`src/rtl/hazard_ctrl_v.sv`:
```
// hazard_ctrl_v: pipeline hazard controller (branch flush, refill bubbles, load-use stall, external hold)
module hazard_ctrl_v #(
  parameter int REFILL_CYCLES = 1,
  parameter int CNT_W = 16
) (
  input  logic             clk,
  input  logic             reset,
  input  logic             ex_valid,
  input  logic             ex_branch_taken,
  input  logic [31:0]      ex_target,
  input  logic             ex_is_load,
  input  logic [4:0]       ex_rd,
  input  logic             id_valid,
  input  logic [4:0]       id_rs1,
  input  logic [4:0]       id_rs2,
  input  logic             id_uses_rs1,
  input  logic             id_uses_rs2,
  input  logic             ext_hold,
  output logic             is_flush,
  output logic             is_stall,
  output logic [31:0]      branch_target,
  output logic             kill_id_ex,
  output logic [CNT_W-1:0] flush_count,
  output logic [CNT_W-1:0] stall_count
);
  typedef enum logic [2:0] {RUN, FLUSH, REFILL, LU_STALL, HOLD} state_t;
  localparam logic [1:0] RC = 2'(REFILL_CYCLES);
  state_t state, state_nx;
  logic [1:0] rcnt, rcnt_nx;
  logic taken, lu_hazard;
  assign taken = ex_valid & ex_branch_taken;
  assign lu_hazard = ex_valid & ex_is_load & (ex_rd != 5'd0) & id_valid &
                     ((id_uses_rs1 & (id_rs1 == ex_rd)) | (id_uses_rs2 & (id_rs2 == ex_rd)));
  // Moore outputs: decoded from the registered state only
  assign is_flush = state == FLUSH;
  assign is_stall = (state == LU_STALL) | (state == HOLD);
  assign kill_id_ex = (state == FLUSH) | (state == REFILL) | (state == LU_STALL);
  // next state; FLUSH and REFILL ignore all requests since they carry wrong-path bubbles
  always_comb begin
    state_nx = state;
    rcnt_nx = rcnt;
    case (state)
      RUN:      state_nx = taken ? FLUSH : ext_hold ? HOLD : lu_hazard ? LU_STALL : RUN;
      FLUSH: begin
        state_nx = (RC == 2'd0) ? RUN : REFILL;
        rcnt_nx = RC;
      end
      REFILL: begin
        state_nx = (rcnt <= 2'd1) ? RUN : REFILL;
        rcnt_nx = (rcnt == 2'd0) ? 2'd0 : rcnt - 2'd1;
      end
      LU_STALL: state_nx = taken ? FLUSH : RUN;
      HOLD:     state_nx = taken ? FLUSH : ext_hold ? HOLD : RUN;
      default:  state_nx = RUN;
    endcase
  end
  // state, redirect latch and saturating performance counters
  always_ff @(posedge clk or negedge reset) begin
    if (!reset) begin
      state <= RUN;
      rcnt <= 2'd0;
      branch_target <= 32'd0;
      flush_count <= '0;
      stall_count <= '0;
    end else begin
      state <= state_nx;
      rcnt <= rcnt_nx;
      if (state_nx == FLUSH) branch_target <= ex_target;
      if (is_flush && !(&flush_count)) flush_count <= flush_count + CNT_W'(1);
      if (is_stall && !(&stall_count)) stall_count <= stall_count + CNT_W'(1);
    end
  end
endmodule

```
`config.mk`:
```
export PLATFORM = sky130hd
export DESIGN_NAME = hazard_ctrl_v
export DESIGN_NICKNAME = d
export VERILOG_FILES = /design/src/rtl/hazard_ctrl_v.sv
export SDC_FILE = /design/constraint.sdc
export NUM_CORES = 1
export LEC_CHECK = 0
export ABC_AREA = 1
export CAP_MARGIN = 20
export CORE_ASPECT_RATIO = 0.75
export CORE_MARGIN = 4
export CORE_UTILIZATION = 41
export DETAILED_ROUTE_END_ITERATION = 10
export GPL_ROUTABILITY_DRIVEN = 0
export PLACE_DENSITY_LB_ADDON = 0.3
export SETUP_SLACK_MARGIN = 0.3
export SLEW_MARGIN = 10
export SYNTH_ARGS = -nofsm -noshare
export SYNTH_HDL_FRONTEND = slang
export SYNTH_SLANG_ARGS = --single-unit
```
`constraint.sdc`:
```
create_clock -name clk -period 1.3 [get_ports clk]
set_input_delay 0.13 -clock clk [delete_from_list [all_inputs] [get_ports clk]]
set_output_delay 0.13 -clock clk [all_outputs]
set_load 0.05 [all_outputs]
```
-- Yosys cells after proc, flatten, opt, wreduce, memory -nomap -nowiden
Index checks and enable logic that the tools add are counted.
- add/subtract/negate cells: 3
- $lt $le $gt $ge: 1
- eq/ne operators: 7
- mux-type cells: 10
- bitwise logic cells: 11
- reduce and logical (&&, ||, !) cells: 10
- operator list (kind ; number):
    $add 16x1->16 const B ; 2
    $reduce_and 16->1 ; 2
    $pmux 3 s5 ; 1
    $mux 3 ; 4
    $eq 5x5->1 ; 2
    $and 1x1->1 ; 7
    $eq 3x1->1 const B ; 2
    $eq 3x2->1 const B ; 2
    $mux 2 ; 3
    $reduce_bool 5->1 ; 1
    $or 1x1->1 ; 4
    $pmux 2 s2 ; 1
    $eq 3x3->1 const B ; 1
    $logic_not 3->1 ; 1
    $le 2x1->1 const B ; 1
    $logic_and 1x1->1 ; 2
    $logic_not 1->1 ; 2
    $logic_not 2->1 ; 1
    $reduce_bool 2->1 ; 1
    $sub 2x1->2 const B ; 1
    $mux 1 ; 1
- register bits after elaboration: 69
- input bits: 56
- output and inout bits: 67
- logic and storage cells: 47

-- Logic depth before layout (Yosys ltp)
- word-level depth: 9
- mapped depth: 13
- depth with buffers taken out: 12

-- Worst setup path after synthesis
No wires, ideal clock.
- kind: reg2reg
- start: register state[1]
- end: register flush_count[13]
- library setup time: 143 ps
- data arrival time: 1913 ps
- data required time: 1157 ps
- setup slack: -756 ps
- cell stages (with the launch flop): 6
- buffers on the path: 0
- clock period less this slack: 2056 ps
- path through: dfrtp_1 nor3_2 nand2_2 nor2_2 nand3_1 xnor2_1
- longest elaborated chain between the ends: 2
- RTL lines (item ; line ; RTL):
    start, declared ; 28 ; state_t state, state_nx;
    start signal, assigned ; 66 ; state <= state_nx;
    $eq 3x1->1 ; 35 ; assign is_flush = state == FLUSH;
    net is_flush ; 19 ; output logic is_flush,
    $logic_and 1x1->1 ; 69 ; if (is_flush && !(&flush_count)) flush_count <= flush_count + CNT_W'(1);
    end signal, assigned ; 69 ;
    end, declared ; 23 ; output logic [CNT_W-1:0] flush_count,
The timed path passes the listed nets, and every way through them passes these cells.
A chain may end at the register's enable or synchronous reset.

-- Final worst setup path
- start: input port id_rs1[2]
- end: register branch_target[14]
- longest elaborated chain between the ends: 9
- RTL lines (item ; line ; RTL):
    start, declared ; 14 ; input logic [4:0] id_rs1,
    $eq 5x5->1 ; 33 ; ((id_uses_rs1 & (id_rs1 == ex_rd)) | (id_uses_rs2 & (id_rs2 == ex_rd)));
    $and 1x1->1 ; 33 ;
    $or 1x1->1 ; 33 ;
    $and 1x1->1 ; 32 ; assign lu_hazard = ex_valid & ex_is_load & (ex_rd != 5'd0) & id_valid &
    $mux 2 ; 43 ; RUN: state_nx = taken ? FLUSH : ext_hold ? HOLD : lu_hazard ? LU_STALL : RUN;
    $mux 3 (2 in a row) ; 43 ;
    $pmux 3 s5 ; 42 ; case (state)
    $eq 3x1->1 ; 68 ; if (state_nx == FLUSH) branch_target <= ex_target;
    end signal, assigned ; 68 ;
    end, declared ; 21 ; output logic [31:0] branch_target,
No other way between the ends.

==> results.cfg <==
[power]
pwr-share-clk_pct = 21.0
ir_worst_vdd_v = 0.00126
switchingPower_mw = 4.80
p_per_area_nw_per_um2 = 1570
power.share.switching_pct = 39.5
p_seq_share_pct = 26.7
power.total_mw = 12.1
power_frac_comb_pct = 52.3
power_leakage_nw = 3.83
power.internal_mw = 7.35

[drt]
drt-pass1-iter-count = 5
drt_iter0_markers = 405
dr_total_vias = 4391
post_drt_via_cell_ratio = 5.46
ant_nets = 0
post_drt_wl_per_cell_um = 22.5
finalWirelength_um = 18100
drc = 0

[sta]
finalMaxSlewViolations = 0
rsz0062_at_grt = true
setup_violations = 71
min_period_over_period_pct = 149
maxSlewHeadroom_pct = 74.5
hold_violations = 0
worst_pin_slew_ns = 0.383
fmax_ghz = 0.517
fin_skew_ns = 0.0102
fin_crit_ns = 1.94
setup_slack_ns = -0.636
fin_setup_tns_ns = -28.68

[grt]
grt_max_degree = 70
grt_overflow_total = 0
grt_pass1_vias = 4179
grt_use_total_pct = 27.2
grt_pass1_wl_um = 21400
antenna_found_initial = 1

[cts]
htree_levels = 3
clkTransAtPathRegs_ns = 0.07
root_buffer = clkbuf_16
cts.sinks = 69
cts_tree = yes
cts_buffers = 9
clkLatencyLatePin_ns = 0.34
cts_buffer_depth = 2

[floorplanning]
die_w_um = 116
fp.dieArea_sq_um = 10300
start_util_pct = 42.2
fp.coreArea_sq_um = 8490
fp.dieH_um = 89.0
ioPinCount = 123
num_rows = 29

[yosys]
yosysSeqAreaShare_pct = 48.2
synth-seq-cells = 69
yosysWarnings = 0
synthCells = 435
syn_area_sq_um = 3580
synth_top_area_share_pct = 48.2
synth_cell_types = 29
yosys-top-cells-count = 128 x nand2_1, 69 x dfrtp_1, 65 x inv_1
synth_fp_nets = 493
synth_area_leaders = dfrtp_1 48%, nand2_1 13%, inv_1 6.8%
ys.flop_type = dfrtp_1
synth_top_cell_by_area = dfrtp_1
synth_edf_count = 0
yosysMostFrequentCell = nand2_1
synthArstFlopShare_pct = 100
avgSynthCellArea_sq_um = 8.24

[worst_setup_path]
cpLargestDelayFamily = simple AND/OR/NAND/NOR gates
crit_start = id_rs1[2]
max_stage_delay_ns = 0.49
critPathArrivalTime_ns = 2.15
crit_path_cell_trace = clkdlybuf4s50_1 > inv_1 > nand2_1 > nand2_1 > nor2_1 > nand3_1 > nand2_1 > nand2_1 > nand2_2 > nand2_8 > buf_12 > o21bai_1 > nand2_1
cp_common_cell = nand2_1
rr_startpoint = state[0]
worstSetupPathType = input pin to register
start_kind = input pin
worstPathMaxFanout = 16
worst-path-buf-inv = 3
worstPathRequired_ns = 1.51
slowest_stage = clkdlybuf4s50_1
r2r_slack_ns = -0.50
end_kind = register

[placement]
io_buffer_count = 122
placed_cell_area_sq_um = 6280
place_ws_ns = -0.695
place_hpwl_um = 7840

[cells_and_area]
antenna_cells = 0
fill_cells = 269
layout.nets = 749
area_growth_syn_to_layout_pct = 116
layout-drive-gt1-share_pct = 48.4
fin_area_sq_um = 7760

[worst_hold_path]
hp-class = input pin to register
hp-start = ex_target[28]

[run_status]
outcome = finished, violations left
violations = negative setup slack

[job]
max_cap_viol_count = 0
## path summary, 6_finish.rpt
| kind | depth (start not counted) | end |
|---|---|---|
| max | 13 | branch_target[14] |
| min | 3 | branch_target[28] |
| max reg2reg | 10 | branch_target[14] |
| min reg2reg | 2 | stall_count[5] |
| max in group asynchronous | 3 | state[1] |
| min in group asynchronous | 3 | stall_count[6] |
## per-layer routing
metal / track usage (%) / part of all wire, % / wire length, um / vias up
met1: 30.2 / 36 / 6420 / 2125
met4: 9.69 / 6.1 / 1100 / 2
li1: - / - / - / 1851
met5: 0 / 0.066 / 12 / -
met3: 7.65 / 8.7 / 1580 / 106
met2: 50.2 / 50 / 8950 / 307
## cell families (layout without fill, tap and decap cells)
kind of cell	Yosys count	after routing	synth area share, %
adders and majority gates	2	2	0.698
AOI/OAI and AO/OA	37	37	7.54
and+or+nand+nor	220	222	27.5
buffers and inverters	79	338	9.28
xor gates and xnor gates	28	28	6.84
DFF	69	69	48.2
## sequential cells by signal (all words and copies together) (netlist names)
name           cells
branch_target     32
flush_count       16
rcnt               2
stall_count       16
state              3
## what timing repair did
| item | CTS | global route |
|---|---|---|
| setup endpoints to repair | 135 | 136 |
| setup buffers | 24 | 25 |
| gates cloned | 4 | 1 |
| endpoints found under the hold margin | 69 | 0 |
| gates resized for setup | 104 | 59 |
| hold buffers | 1 | 0 |
| pin swaps | 18 | 85 |
## placed cells by master (no fill, tap or decap), types with 9 or more instances in the layout
cell type / instances
buf_12: 79
buf_4: 64
buf_6: 49
clkbuf_16: 10
clkdlybuf4s50_1: 43
dfrtp_1: 45
dfrtp_2: 24
inv_1: 57
inv_2: 10
nand2_1: 114
nand2_2: 19
nand2_4: 9
nand3_2: 11
nor2_1: 13
nor2_2: 9
nor2_4: 14
o21bai_1: 30
xor2_1: 17
## stage by stage
step / instances / util (%) / hold slack [ns]
detailed placement: 733 / 74.0 / 0.182
CTS: 778 / 85.7 / 0.321
floorplan: 435 / - / -0.166
finish: 804 / 91.4 / 0.328
global route: 804 / 91.4 / 0.333
global placement: 733 / 74.0 / 0.182
## power groups by stage
stage	Combinational, mW	Sequential, mW	Clock (mW)
3_3_place_gp	5.05	3.13	0
2_1_floorplan	0.910	4.48	0
4_1_cts	5.66	3.14	2.48
3_5_place_dp	5.16	3.15	0
6_report	6.36	3.24	2.55
5_1_grt	6.60	3.28	2.63
## tightest hold or removal path, cell delays in order
cell and delay [ns]:
clkdlybuf4s50_1 0.39, nand2_1 0.06, nand2_1 0.05
## layout make-up
type                       count  area [sq um]  share of cell area [%]
clock buffer                  11           243                    3.13
multi-input combinational    289          2010                    26.0
tap                          108           135                    1.74
clock inverter                 5          60.1                   0.774
inverter                      70           275                    3.55
timing repair buffer         252          3270                    42.2
sequential                    69          1760                    22.6
No activity file was read; power rests on OpenSTA's default activity.
